--- config.mk ---
export PLATFORM = sky130hd
export DESIGN_NAME = alu_share_arbiter
export DESIGN_NICKNAME = d
export VERILOG_FILES = /design/src/rtl/alu_arb_pkg.sv /design/src/rtl/alu_arb_pick.sv /design/src/rtl/alu_share_arbiter.sv
export SDC_FILE = /design/constraint.sdc
export NUM_CORES = 1
export LEC_CHECK = 0
export CAP_MARGIN = 15
export CORE_AREA = 3 3 207 209
export DETAILED_ROUTE_END_ITERATION = 10
export DIE_AREA = 0 0 210 212
export GPL_TIMING_DRIVEN = 0
export MAX_ROUTING_LAYER = met4
export PLACE_DENSITY_LB_ADDON = 0.15
export SLEW_MARGIN = 15
export SYNTH_ARGS = -nofsm -noshare
export SYNTH_HDL_FRONTEND = slang
export SYNTH_SLANG_ARGS = --single-unit
--- constraint.sdc ---
create_clock -name clk -period 2.1 [get_ports clk]
set_input_delay 0.315 -clock clk [delete_from_list [all_inputs] [get_ports clk]]
set_output_delay 0.315 -clock clk [all_outputs]
set_load 0.005 [all_outputs]
--- src/rtl/alu_arb_pkg.sv ---
// Shared definitions for the ALU share arbiter: op codes, FSM states, flag bit positions.
package alu_arb_pkg;

  localparam logic [2:0] ALU_PASS_B = 3'b000;
  localparam logic [2:0] ALU_ADD    = 3'b010;
  localparam logic [2:0] ALU_SUB    = 3'b011;
  localparam logic [2:0] ALU_AND    = 3'b100;
  localparam logic [2:0] ALU_OR     = 3'b101;
  localparam logic [2:0] ALU_XOR    = 3'b110;

  localparam int FLAG_NEG  = 3;
  localparam int FLAG_ZERO = 2;
  localparam int FLAG_OVF  = 1;
  localparam int FLAG_COUT = 0;

  typedef enum logic [1:0] {
    ST_IDLE = 2'd0,
    ST_BUSY = 2'd1,
    ST_RESP = 2'd2
  } arb_state_e;

  function automatic logic ctrl_is_legal(input logic [2:0] ctrl);
    logic legal;
    case (ctrl)
      ALU_PASS_B, ALU_ADD, ALU_SUB, ALU_AND, ALU_OR, ALU_XOR: legal = 1'b1;
      default:                                                legal = 1'b0;
    endcase
    return legal;
  endfunction

endpackage

--- src/rtl/alu_arb_pick.sv ---
// Two-requester grant logic. Define ALU_ARB_FIXED_PRIO_EN for fixed priority
// (requester 0 wins ties, no history); otherwise round-robin on ties.
module alu_arb_pick
  import alu_arb_pkg::*;
(
  input  logic       clk_i,
  input  logic       reset_i,
  input  logic [1:0] req_valid_i,
  input  logic       accept_i,
  output logic [1:0] grant_o
);

`ifdef ALU_ARB_FIXED_PRIO_EN

  // Requester 0 always has priority.
  always_comb begin
    grant_o = {req_valid_i[1] & ~req_valid_i[0], req_valid_i[0]};
  end

`else

  // Remembers which requester won last; 1 after reset so requester 0 wins the first tie.
  logic last_q;
  logic last_d;

  // Last-grant register.
  always_ff @(posedge clk_i) begin
    if (reset_i) begin
      last_q <= 1'b1;
    end else begin
      last_q <= last_d;
    end
  end

  // Update history only when a grant is actually taken.
  always_comb begin
    if (accept_i) begin
      last_d = grant_o[1];
    end else begin
      last_d = last_q;
    end
  end

  // Round-robin on ties.
  always_comb begin
    case (req_valid_i)
      2'b01:   grant_o = 2'b01;
      2'b10:   grant_o = 2'b10;
      2'b11:   grant_o = last_q ? 2'b01 : 2'b10;
      default: grant_o = 2'b00;
    endcase
  end

`endif

endmodule

--- src/rtl/alu_share_arbiter.sv ---
// Shares one external ALU between two requesters: accept, hold operands for a settle
// window, capture result/flags, return them with the requester ID.
module alu_share_arbiter
  import alu_arb_pkg::*;
#(
  parameter int WIDTH         = 64,
  parameter int SETTLE_CYCLES = 4
) (
  input  logic             clk,
  input  logic             reset,
  input  logic             req0_valid,
  output logic             req0_ready,
  input  logic [WIDTH-1:0] req0_a,
  input  logic [WIDTH-1:0] req0_b,
  input  logic [2:0]       req0_ctrl,
  input  logic             req1_valid,
  output logic             req1_ready,
  input  logic [WIDTH-1:0] req1_a,
  input  logic [WIDTH-1:0] req1_b,
  input  logic [2:0]       req1_ctrl,
  output logic [WIDTH-1:0] alu_a,
  output logic [WIDTH-1:0] alu_b,
  output logic [2:0]       alu_ctrl,
  input  logic [WIDTH-1:0] alu_result,
  input  logic             alu_negative,
  input  logic             alu_zero,
  input  logic             alu_overflow,
  input  logic             alu_carry_out,
  output logic             resp_valid,
  input  logic             resp_ready,
  output logic             resp_id,
  output logic [WIDTH-1:0] resp_result,
  output logic [3:0]       resp_flags,
  output logic             resp_err
);

  localparam int             CW       = $clog2(SETTLE_CYCLES + 1);
  localparam logic [CW-1:0]  LAST_CNT = CW'(SETTLE_CYCLES - 1);

  arb_state_e       state_q, state_d;
  logic [CW-1:0]    cnt_q;
  logic [WIDTH-1:0] op_a_q, op_b_q;
  logic [2:0]       op_ctrl_q;
  logic             resp_id_q, resp_err_q;
  logic [WIDTH-1:0] resp_result_q;
  logic [3:0]       resp_flags_q;

  logic [1:0]       grant_s;
  logic             accept_s, capture_s, legal_s;
  logic [WIDTH-1:0] sel_a_s, sel_b_s;
  logic [2:0]       sel_ctrl_s;
  logic [3:0]       alu_flags_s;

  alu_arb_pick u_pick (
    .clk_i       (clk),
    .reset_i     (reset),
    .req_valid_i ({req1_valid, req0_valid}),
    .accept_i    (accept_s),
    .grant_o     (grant_s)
  );

  // Winner's operands, acceptance and capture strobes.
  always_comb begin
    sel_a_s    = grant_s[1] ? req1_a    : req0_a;
    sel_b_s    = grant_s[1] ? req1_b    : req0_b;
    sel_ctrl_s = grant_s[1] ? req1_ctrl : req0_ctrl;
    legal_s    = ctrl_is_legal(sel_ctrl_s);
    accept_s   = (state_q == ST_IDLE) && (grant_s != 2'b00) && !reset;
    capture_s  = (state_q == ST_BUSY) && (cnt_q == LAST_CNT);
    alu_flags_s            = 4'b0000;
    alu_flags_s[FLAG_NEG]  = alu_negative;
    alu_flags_s[FLAG_ZERO] = alu_zero;
    alu_flags_s[FLAG_OVF]  = alu_overflow;
    alu_flags_s[FLAG_COUT] = alu_carry_out;
  end

  // State register.
  always_ff @(posedge clk) begin
    if (reset) begin
      state_q <= ST_IDLE;
    end else begin
      state_q <= state_d;
    end
  end

  // Next state; illegal op codes skip the ALU entirely.
  always_comb begin
    state_d = state_q;
    case (state_q)
      ST_IDLE: begin
        if (accept_s) begin
          state_d = legal_s ? ST_BUSY : ST_RESP;
        end else begin
          state_d = ST_IDLE;
        end
      end
      ST_BUSY: begin
        if (capture_s) begin
          state_d = ST_RESP;
        end else begin
          state_d = ST_BUSY;
        end
      end
      ST_RESP: begin
        if (resp_ready) begin
          state_d = ST_IDLE;
        end else begin
          state_d = ST_RESP;
        end
      end
      default: state_d = ST_IDLE;
    endcase
  end

  // FSM outputs.
  always_comb begin
    req0_ready = accept_s & grant_s[0];
    req1_ready = accept_s & grant_s[1];
    resp_valid = (state_q == ST_RESP);
  end

  // Operand latch, settle counter and response capture.
  always_ff @(posedge clk) begin
    if (reset) begin
      cnt_q         <= {CW{1'b0}};
      op_a_q        <= {WIDTH{1'b0}};
      op_b_q        <= {WIDTH{1'b0}};
      op_ctrl_q     <= 3'b000;
      resp_id_q     <= 1'b0;
      resp_result_q <= {WIDTH{1'b0}};
      resp_flags_q  <= 4'b0000;
      resp_err_q    <= 1'b0;
    end else begin
      if (accept_s) begin
        cnt_q     <= {CW{1'b0}};
        resp_id_q <= grant_s[1];
      end else if (state_q == ST_BUSY) begin
        cnt_q <= cnt_q + CW'(1);
      end
      // The ALU bus keeps its previous operation when an illegal op is accepted.
      if (accept_s && legal_s) begin
        op_a_q    <= sel_a_s;
        op_b_q    <= sel_b_s;
        op_ctrl_q <= sel_ctrl_s;
      end
      if (accept_s && !legal_s) begin
        resp_result_q <= {WIDTH{1'b0}};
        resp_flags_q  <= 4'b0000;
        resp_err_q    <= 1'b1;
      end else if (capture_s) begin
        resp_result_q <= alu_result;
        resp_flags_q  <= alu_flags_s;
        resp_err_q    <= 1'b0;
      end
    end
  end

  assign alu_a       = op_a_q;
  assign alu_b       = op_b_q;
  assign alu_ctrl    = op_ctrl_q;
  assign resp_id     = resp_id_q;
  assign resp_result = resp_result_q;
  assign resp_flags  = resp_flags_q;
  assign resp_err    = resp_err_q;

endmodule

# After elaboration in Yosys (flattened, before gate mapping)
# Index checks and enable logic that the tools add are counted.
[op_classes]
eq_ne = 11
addsub = 1
reduce_logical = 14
mux = 13
bitwise_logic = 2
[op_table]
columns = ["cell", "count"]
rows = [
  ["$mux 64", 2],
  ["$pmux 2 s3", 2],
  ["$mux 2", 5],
  ["$eq 3x2->1 const B", 3],
  ["$eq 3x3->1 const B", 3],
  ["$eq 2x2->1 const B", 3],
  ["$reduce_or 6->1", 1],
  ["$logic_and 1x1->1", 5],
  ["$eq 2x1->1 const B", 2],
  ["$reduce_bool 2->1", 2],
  ["$reduce_or 2->1", 2],
  ["$add 3x1->3 const B", 1],
  ["$logic_not 3->1", 1],
  ["$mux 1", 3],
  ["$mux 3", 1],
  ["$and 1x1->1", 2],
  ["$logic_not 1->1", 2],
  ["$logic_not 2->1", 1],
]
[word_totals]
output_inout_bits = 204
input_bits = 335
word_cells = 51
reg_bits = 207

# Depth between registers and ports, before layout
# Gate-level depths: netlist of run 1.
[depth]
ltp_word = 9
depth_mapped = 7
ltp_nobuf = 5

# Modules after synthesis
# A second synthesis of run 1 with hierarchy kept.
[hier_totals]
hier_cells = 953
area_unflattened_um2 = 9404.0
[modules_own_cells]
columns = ["module", "cells_per_inst", "n_inst", "area_each_um2", "seq_area_each_um2"]
rows = [
  ["alu_share_arbiter", 947, 1, 9350.2, 4124.0],
  ["alu_arb_pick", 6, 1, 53.8, 20.0],
]

# Least setup slack after synthesis of run 1
# No wires, ideal clock.
[synth_timing]
kind = "reg-to-reg"
startpoint = "register cnt_q[0]"
endpoint = "register resp_result_q[53], in the netlist resp_result[53]"
period_less_slack_ns = 1.647
slack_ns = 0.453
arrival_time_ns = 1.577
path_stages_with_launch = 8
required_ns = 2.030
path_buffers = 3
setup_ns = 0.070
path_cell_list = "dfxtp_1 > ha_1 > ha_1 > clkbuf_1 > clkbuf_1 > clkbuf_1 > nand3_1 > a21oi_1"
[synth_between]
elab_chain_cells = 2
[synth_lines]
columns = ["item", "line", "source"]
rows = [
  ["start, declared", "alu_share_arbiter.sv:41", "logic [CW-1:0] cnt_q;"],
  ["start signal, assigned", "alu_share_arbiter.sv:125", "cnt_q <= {CW{1'b0}};"],
  ["start signal, assigned", "alu_share_arbiter.sv:135", "cnt_q <= {CW{1'b0}};"],
  ["start signal, assigned", "alu_share_arbiter.sv:138", "cnt_q <= cnt_q + CW'(1);"],
  ["$eq 3x2->1", "alu_share_arbiter.sv:69", "capture_s = (state_q == ST_BUSY) && (cnt_q == LAST_CNT);"],
  ["$logic_and 1x1->1", "alu_share_arbiter.sv:69", ""],
  ["end signal, assigned", "alu_share_arbiter.sv:130", "resp_result_q <= {WIDTH{1'b0}};"],
  ["end signal, assigned", "alu_share_arbiter.sv:147", "resp_result_q <= {WIDTH{1'b0}};"],
  ["end signal, assigned", "alu_share_arbiter.sv:151", "resp_result_q <= alu_result;"],
  ["end, declared", "alu_share_arbiter.sv:45", "logic [WIDTH-1:0] resp_result_q;"],
]
# Every way passes these cells.
# A chain may end at the register's enable or synchronous reset.

# Worst setup path after layout of run 1
[layout_timing]
startpoint = "input req1_valid"
endpoint = "register op_a_q[11], in the netlist alu_a[11]"
[layout_between]
elab_chain_cells = 7
elab_cells_between_ends = 18
cone_classes = "eq/ne (8); mux (4); reduce/logical (6)"
[layout_lines]
columns = ["item", "line", "source"]
rows = [
  ["start, declared", "alu_share_arbiter.sv:16", "input logic req1_valid,"],
  ["$eq 2x2->1 / $eq 2x1->1 (equally long branches)", "alu_arb_pick.sv:46", "case (req_valid_i)"],
  ["$pmux 2 s3 (*)", "alu_arb_pick.sv:46", ""],
  ["$mux 3", "alu_share_arbiter.sv:66", "sel_ctrl_s = grant_s[1] ? req1_ctrl : req0_ctrl;"],
  ["$eq 3x2->1, or another cell as far along", "alu_arb_pkg.sv:24", "case (ctrl)"],
  ["$reduce_or 6->1", "alu_arb_pkg.sv:24", ""],
  ["$mux 1", "alu_arb_pkg.sv:24", ""],
  ["$logic_and 1x1->1", "alu_share_arbiter.sv:141", "if (accept_s && legal_s) begin"],
  ["end signal, assigned", "alu_share_arbiter.sv:126", "op_a_q <= {WIDTH{1'b0}};"],
  ["end signal, assigned", "alu_share_arbiter.sv:142", "op_a_q <= sel_a_s;"],
  ["end, declared", "alu_share_arbiter.sv:42", "logic [WIDTH-1:0] op_a_q, op_b_q;"],
]
# Mark *: on every way between the ends. The rest lies on a longest branch, timed or not.

==> tab_implementation.tex, run 1 <==
\begin{tabular}{lr}
\hline
Metric & Value \\
\hline
\multicolumn{2}{l}{\textbf{Pwr}} \\
Clk pwr share & 0.388 \\
Post-layout total power & 12400 uW \\
Internal power & 8970 uW \\
Reported net switching power & 3420 uW \\
Relative contribution of combinational cells to total power & 0.258 \\
Proportion of power drawn by flip-flops and latches & 0.355 \\
Leakage power & around 0.006 uW \\
Worst ir drop on vdd & 523 uV \\
Power density relative to cell area & 738 nW/um2 \\
Switching Fraction & 0.276 \\
\multicolumn{2}{l}{\textbf{GRT}} \\
Most congested layer reported by global routing & met2 \\
Met3 routing resource usage after global routing & 0.0689 \\
Met1 layer usage reported by global route & 0.221 \\
Global-route met2 utilization & 0.341 \\
Number of antenna violations at the first check in global routing & 5 \\
Final global-route overflow total & 0 \\
Pin count of the biggest net entering global routing & 20 \\
Vias in the first global route & 10200 \\
First-pass GRT wire length & 65100 um \\
Tot GR Track Use & 0.196 \\
\multicolumn{2}{l}{\textbf{Run}} \\
Max-cap check violation count & 0 \\
\multicolumn{2}{l}{\textbf{Drt}} \\
DRC violation count after routing & 0 \\
DRC marker count from the first detailed-route iteration & 351 \\
Average via count per standard cell & 4.75 \\
Count of TritonRoute iterations in the first routing pass & 4 \\
Aggregate routed wire length & around 45000 um \\
Final antenna-violating net count & 0 \\
Routed vias & about 10000 \\
Final routed wire length divided by cell count & 21.6 um \\
\multicolumn{2}{l}{\textbf{Worst setup path}} \\
CP Cell Sequence & clkdlybuf4s50\_1, a21boi\_2, nand3\_4, buf\_2, clkbuf\_1, a31oi\_1, a211oi\_2 \\
Setup CP Type & in2reg \\
Crit path largest cell delay & 0.52 ns \\
Crit. End Element & register \\
Depth of the worst register-to-register path & 6 \\
Slowest cell on the critical path & sky130\_fd\_sc\_hd\_\_clkdlybuf4s50\_1 \\
Required time worst endpoint & around 2.5 ns \\
Worst Path Max Fanout & 11 \\
Element type at the critical path start & input port \\
CP Data Arrival Time & 2.36 ns \\
\multicolumn{2}{l}{\textbf{Timing}} \\
Final Hold Fails & 0 \\
Final worst slack & 0.0977 ns \\
Final critical delay including setup and external delays & 2.00 ns \\
Worst Tran Pin Value & roughly 0.96 ns \\
Clock skew after layout & 0.0128 ns \\
Final Setup Violations & 0 \\
Share of the clock period used by the worst path & 0.953 \\
Unrepaired setup endpoints after global routing & yes \\
Worst slew margin & 0.361 \\
Count of pins over their slew limit & 0 \\
Upper clock frequency limit & 499 MHz \\
\multicolumn{2}{l}{\textbf{Die}} \\
Overall die height & 212 um \\
Die area & 44500 um2 \\
Top-level I/O count & 539 \\
Site row count & 74 \\
Initial Util & 0.236 \\
Core Area & 41000 um2 \\
Overall die width & about 210 um \\
\multicolumn{2}{l}{\textbf{Synth}} \\
Distinct cell type count after synthesis & 35 \\
Part of the Yosys area used for sequential elements & 0.427 \\
Fraction of synthesis flops using an asynchronous set or reset pin & 0 \\
Post-Synthesis Cells & 974 \\
Cell area after technology mapping & 9690 um2 \\
Number of flops mapped to enable cells by yosys & 0 \\
Number of warning messages in the yosys log & 0 \\
Avg Cell Area, Syn & 9.95 um2 \\
Net count after synthesis & $\sim$1300 \\
Leading register cell type out of synthesis & sky130\_fd\_sc\_hd\_\_dfxtp\_1 \\
Number of synthesized register bits & 207 \\
\multicolumn{2}{l}{\textbf{Clocking}} \\
Clock edge transition at the registers on the reported setup and hold paths & 0.06 ns \\
Max clock buf depth & 3 \\
Clock tree from TritonCTS & done \\
CTS root buffer & sky130\_fd\_sc\_hd\_\_clkbuf\_16 \\
Hold Buf Count CTS & 0 \\
Number of buffers created by CTS & 26 \\
Number of levels the H-tree was split into & 1 \\
Clock sink count & 207 \\
Clock insertion delay at the later pin of the skew report & $\sim$0.52 ns \\
\multicolumn{2}{l}{\textbf{Placement}} \\
Worst setup timing slack at the placement stage & -0.838 ns \\
Gpl congestion & 0.779 \\
Hpwl dp & 35600 um \\
Number of I/O port buffers & roughly 540 \\
Placed Cells & 2043 \\
\multicolumn{2}{l}{\textbf{Hold path}} \\
Worst hold path depth & 3 \\
Worst min-delay path category & in2reg \\
\multicolumn{2}{l}{\textbf{Cells and area}} \\
Area growth from synthesis to layout & 73.2\% \\
Non-filler instance count after layout & 2096 \\
Proportion of layout cells with a drive suffix above 1 & 0.158 \\
Final layout net count & 1877 \\
\multicolumn{2}{l}{\textbf{Outcome}} \\
Run status & complete, no violations \\
\hline
\end{tabular}
==> critical path: cells and delay by family <==
kind	cells	cell delay [ns]
compound gates	3	0.70
simple gates	1	0.21
buf+inv	3	1.10
==> state kept, by name, summed over array words and instances, names as in the netlist <==
register       count
alu_a             64
alu_b             64
resp_result       64
resp_flags         4
alu_ctrl           3
cnt_q              3
state_q            2
resp_err           1
resp_id            1
u_pick.last_q      1
==> synth_stat cells (all sizes together) (2+ instances only) <==
cell	number	area [um2]
nor2b	2	12.5
or2	2	12.5
ha	2	25.0
nor2	6	22.5
a21oi	70	350
inv	5	18.8
mux2i	131	1310
nand2b	2	12.5
a211oi	130	1580
buf	50	315
dfxtp	207	4140
nand2	78	293
nor3	3	26.3
nand3	71	365
clkbuf	67	251
a22oi	2	15.0
xnor2	2	17.5
and3	2	12.5
a31oi	132	826
==> logic make-up (layout without fill, tap and decap cells) <==
family,after synthesis,in the layout,synth area share
AOI/OAI and AO/OA,342,342,0.293
xor gates and xnor gates,2,2,0.00181
muxes,131,131,0.135
other,0,6,0
adders and majority gates,2,2,0.00258
buffers and inverters,122,706,0.0604
DFF,207,207,0.427
and+or+nand+nor,168,168,0.0794
==> through the flow <==
stage	hold WS [ns]	setup TNS (ns)	utilization	instance area [um2]
global placement	0.442	-82.29	0.384	15700
finish	0.222	0	0.409	16800
global route	0.239	-0.0172	0.409	16800
floorplan	0.449	0	-	9690
CTS	0.193	-0.0538	0.408	16700
detailed placement	0.446	-86.62	0.384	15700
==> final timing paths <==
| path | slack (ns) | from | end |
|---|---|---|---|
| setup / recovery | 0.1 | req1_valid | alu_a[11]$_SDFFE_PP0P_ |
| hold / removal | 0.22 | reset | u_pick.last_q$_SDFFE_PP1N_ |
| setup reg to reg | 0.12 | u_pick.last_q$_SDFFE_PP1N_ | alu_a[11]$_SDFFE_PP0P_ |
| hold reg to reg | 0.44 | state_q[1]$_SDFF_PP0_ | state_q[0]$_SDFF_PP0_ |
==> cell type report <==
type	instances	area [um2]
tap	532	666
buffer	114	611
fill	4063	24200
clock inverter	9	145
inverter	5	18.8
sequential	207	4150
antenna	6	15.0
multi-input combinational	645	5010
timing repair buffer	541	5400
clock buffer	37	773
==> per-layer routing <==
layer	up-vias	share of wire
met2	369	0.50
li1	4822	-
met3	42	0.092
met5	-	0
met1	4726	0.39
met4	0	0.018
==> cell usage in the layout, fill, tap and decap left out, types with 2 or more instances in the layout <==
cell type                         netlist  final
sky130_fd_sc_hd__a211oi_1              10     10
sky130_fd_sc_hd__a211oi_2             120    120
sky130_fd_sc_hd__a21oi_1               70     70
sky130_fd_sc_hd__a22oi_1                2      2
sky130_fd_sc_hd__a31oi_1              132    132
sky130_fd_sc_hd__and3_1                 2      2
sky130_fd_sc_hd__buf_2                 33     21
sky130_fd_sc_hd__buf_4                 11     19
sky130_fd_sc_hd__buf_6                  6      9
sky130_fd_sc_hd__bufinv_16              0      4
sky130_fd_sc_hd__clkbuf_1              67     54
sky130_fd_sc_hd__clkbuf_16              0     27
sky130_fd_sc_hd__clkbuf_2               0     15
sky130_fd_sc_hd__clkbuf_4               0      6
sky130_fd_sc_hd__clkbuf_8               0      6
sky130_fd_sc_hd__clkdlybuf4s50_1        0    535
sky130_fd_sc_hd__clkinv_2               0      5
sky130_fd_sc_hd__dfxtp_1              207    205
sky130_fd_sc_hd__diode_2                0      6
sky130_fd_sc_hd__ha_1                   2      2
sky130_fd_sc_hd__inv_1                  5      5
sky130_fd_sc_hd__mux2i_1              131    128
sky130_fd_sc_hd__mux2i_2                0      2
sky130_fd_sc_hd__nand2_1               78     78
sky130_fd_sc_hd__nand3_1               69     69
sky130_fd_sc_hd__nand3_4                0      2
sky130_fd_sc_hd__nor2_1                 6      6
sky130_fd_sc_hd__nor2b_1                2      2
sky130_fd_sc_hd__nor3_1                 2      2
sky130_fd_sc_hd__xnor2_1                2      2
==> power groups by stage <==
stage,logic (uW),clock network (uW),registers [uW]
2_1_floorplan,1410,0,4480
4_1_cts,3230,4970,4390
3_5_place_dp,3180,0,4480
6_report,3190,4800,4390
3_3_place_gp,3160,0,4460
5_1_grt,3430,5100,4430
==> what timing repair did <==
item	in CTS	in global routing
buffers inserted	3	1
pin swaps	2	2
resized for setup	28	44
gates cloned	0	0
endpoints found under the setup margin	44	142
Power figures use the tool's default switching activity.
==> inputs of run 2 (changes only) <==
--- a/config.mk
+++ b/config.mk
@@ -5,8 +5,10 @@
 export SDC_FILE = /design/constraint.sdc
 export NUM_CORES = 1
 export LEC_CHECK = 0
+export ABC_CLOCK_PERIOD_IN_PS = 2100
 export CAP_MARGIN = 15
 export CORE_AREA = 3 3 207 209
+export CTS_CLUSTER_SIZE = 10
 export DETAILED_ROUTE_END_ITERATION = 10
 export DIE_AREA = 0 0 210 212
 export GPL_TIMING_DRIVEN = 0
==> run 2 against run 1 <==
  * Wire length down 0.10%
  * Count of clock-buffer cells in the layout is 4 higher
  * Flip-flop and latch count is the same
  * Clock skew is 0.0062 ns lower
  * Largest cell class unchanged
  * Maximum frequency decreased by 1.4%
  * Critical endpoint unchanged
==> tab_implementation.tex, run 2 (synthesis results as in run 1) <==
\begin{tabular}{lr}
\hline
Metric & Value \\
\hline
\multicolumn{2}{l}{\textbf{Outcome}} \\
Run status & complete, no violations \\
\multicolumn{2}{l}{\textbf{Clocking}} \\
Clock tree from TritonCTS & done \\
Max clock buf depth & 3 (unchanged) \\
CTS root buffer & sky130\_fd\_sc\_hd\_\_clkbuf\_16 \\
Number of buffers created by CTS & 27 (+3.8\%) \\
Clock insertion delay at the later pin of the skew report & 0.53 ns (about the same) \\
Number of levels the H-tree was split into & 1 (unchanged) \\
Clock edge transition at the registers on the reported setup and hold paths & 0.05 ns (about the same) \\
Clock sink count & 207 (unchanged) \\
Hold Buf Count CTS & 0 (unchanged) \\
\multicolumn{2}{l}{\textbf{GRT}} \\
Pin count of the biggest net entering global routing & 20 (unchanged) \\
First-pass GRT wire length & 65200 um (about the same) \\
Vias in the first global route & 10300 (+0.69\%) \\
Tot GR Track Use & 0.196 (about the same) \\
Number of antenna violations at the first check in global routing & 5 (unchanged) \\
Final global-route overflow total & 0 (unchanged) \\
\multicolumn{2}{l}{\textbf{Placement}} \\
Placed Cells & 2043 (unchanged) \\
Gpl congestion & 0.779 (unchanged) \\
Hpwl dp & 35600 um (unchanged) \\
Number of I/O port buffers & 537 (unchanged) \\
\multicolumn{2}{l}{\textbf{Cells and area}} \\
Proportion of layout cells with a drive suffix above 1 & 0.155 (-0.00247) \\
Filler cell count & 4070 (+0.17\%) \\
Final core area utilization & 0.407 (-0.00220) \\
Leading cell type in the layout, fill and taps excluded & sky130\_fd\_sc\_hd\_\_clkdlybuf4s50\_1 \\
Area growth from synthesis to layout & 72.3\% \\
Commonest cells after routing, fill and taps aside & 535 x sky130\_fd\_sc\_hd\_\_clkdlybuf4s50\_1, 205 x sky130\_fd\_sc\_hd\_\_dfxtp\_1, 132 x sky130\_fd\_sc\_hd\_\_a31oi\_1 \\
Final layout net count & 1878 (+0.053\%) \\
Non-filler instance count after layout & 2094 (-0.095\%) \\
Multi-input gate area & 5010 um2 (about the same) \\
Register area & 4150 um2 (unchanged) \\
\multicolumn{2}{l}{\textbf{Drt}} \\
Aggregate routed wire length & 45200 um (-0.10\%) \\
DRC violation count after routing & 0 (unchanged) \\
Final routed wire length divided by cell count & 21.6 um (about the same) \\
Average via count per standard cell & 4.77 (+0.37\%) \\
DRC marker count from the first detailed-route iteration & 339 (-3.4\%) \\
Final antenna-violating net count & 0 (unchanged) \\
Count of TritonRoute iterations in the first routing pass & 5 (+1) \\
Routed vias & 9986 (+0.27\%) \\
\multicolumn{2}{l}{\textbf{Die}} \\
Top-level I/O count & 539 (unchanged) \\
Die area & 44500 um2 (unchanged) \\
Overall die width & 210 um (unchanged) \\
Site row count & 74 (unchanged) \\
Core Area & 41000 um2 (unchanged) \\
Initial Util & 0.236 (unchanged) \\
Overall die height & 212 um (unchanged) \\
\multicolumn{2}{l}{\textbf{Pwr}} \\
Switching Fraction & 0.283 (+0.00697) \\
Worst ir drop on vdd & 483 uV (-7.6\%) \\
Post-layout total power & 12000 uW (-3.1\%) \\
Internal power & 8610 uW (-4.0\%) \\
Clk pwr share & 0.368 (-0.020) \\
Reported net switching power & 3400 uW (-0.64\%) \\
Relative contribution of combinational cells to total power & 0.266 (+0.008) \\
Proportion of power drawn by flip-flops and latches & 0.366 (+0.011) \\
Power density relative to cell area & 719 nW/um2 (-2.6\%) \\
Leakage power & 0.00608 uW (-0.78\%) \\
\multicolumn{2}{l}{\textbf{Hold path}} \\
Worst min-delay path category & in2reg \\
\multicolumn{2}{l}{\textbf{Timing}} \\
Unrepaired setup endpoints after global routing & yes \\
Upper clock frequency limit & 492 MHz (-1.4\%) \\
Count of pins over their slew limit & 0 (unchanged) \\
Clock skew after layout & 0.00658 ns (-0.00624 ns) \\
Final Setup Violations & 0 (unchanged) \\
Minimum hold slack & 0.225 ns (+0.00351 ns) \\
Worst slew margin & 0.374 (+0.0132) \\
Worst Tran Pin Value & 0.939 ns (-0.0198 ns) \\
Share of the clock period used by the worst path & 0.967 (+0.0136) \\
Final Hold Fails & 0 (unchanged) \\
Final critical delay including setup and external delays & 2.03 ns (+0.0285 ns) \\
Setup tns final & 0 ns (unchanged) \\
\multicolumn{2}{l}{\textbf{Worst setup path}} \\
CP Cell Sequence & clkdlybuf4s50\_1, a21boi\_2, nand3\_4, buf\_2, clkbuf\_1, a31oi\_1, a211oi\_2 \\
Worst Path Max Fanout & 10 (-1) \\
CP Data Arrival Time & 2.40 ns (+0.04 ns) \\
Element type at the critical path start & input port \\
Slowest cell on the critical path & sky130\_fd\_sc\_hd\_\_clkdlybuf4s50\_1 \\
Crit. End Element & register \\
Crit path largest cell delay & 0.54 ns (+0.02 ns) \\
Setup CP Type & in2reg \\
Required time worst endpoint & 2.46 ns (about the same) \\
\multicolumn{2}{l}{\textbf{Run}} \\
Max-cap check violation count & 0 (unchanged) \\
\hline
\end{tabular}
[run 2: cell type report]
type / instances / area share
multi-input combinational: 645 / 0.300
inverter: 5 / 0.00112
timing repair buffer: 541 / 0.323
clock inverter: 4 / 0.00270
tap: 532 / 0.0399
antenna: 5 / 0.000749
buffer: 114 / 0.0363
clock buffer: 41 / 0.0472
sequential: 207 / 0.248
[run 2: power by group through the flow]
stage / Clock (uW) / Combinational (uW) / Sequential, uW
5_1_grt: 4710 / 3430 / 4430
3_5_place_dp: 0 / 3180 / 4480
6_report: 4420 / 3190 / 4400
2_1_floorplan: 0 / 1410 / 4480
3_3_place_gp: 0 / 3160 / 4460
4_1_cts: 4580 / 3230 / 4400
[run 2: worst max-delay path: cells and delay by family]
family / cells / cell delay [ns]
compound gates: 3 / 0.71
buf+inv: 3 / 1.13
simple gates: 1 / 0.21
[run 2: per-layer routing]
metal	global-route usage	vias to the layer above	part of all wire
met3	0.0686	46	0.092
met5	-	-	0
li1	-	4822	-
met2	0.341	368	0.50
met1	0.220	4750	0.40
met4	0.0363	0	0.017
[run 2: metrics by stage]
stage               worst slack [ns]  area, um2
CTS                          -0.0308      16600
global placement              -0.809      15700
finish                        0.0691      16700
global route                 -0.0276      16700
floorplan                      0.453       9690
detailed placement            -0.838      15700
[run 2: what timing repair did]
action,CTS,global route
gates resized for setup,28,43
pin swaps,2,2
buffers inserted,3,1
endpoints found under the setup margin,40,145
[run 2: worst paths after layout]
kind	start	end	slack, ns	cells past startpoint
worst max-delay path	req1_valid	alu_a[11]$_SDFFE_PP0P_	0.07	7
worst min-delay path	reset	u_pick.last_q$_SDFFE_PP1N_	0.23	3
worst min register to register	state_q[1]$_SDFF_PP0_	state_q[0]$_SDFF_PP0_	0.44	1
worst max register to register	u_pick.last_q$_SDFFE_PP1N_	alu_a[11]$_SDFFE_PP0P_	0.11	6
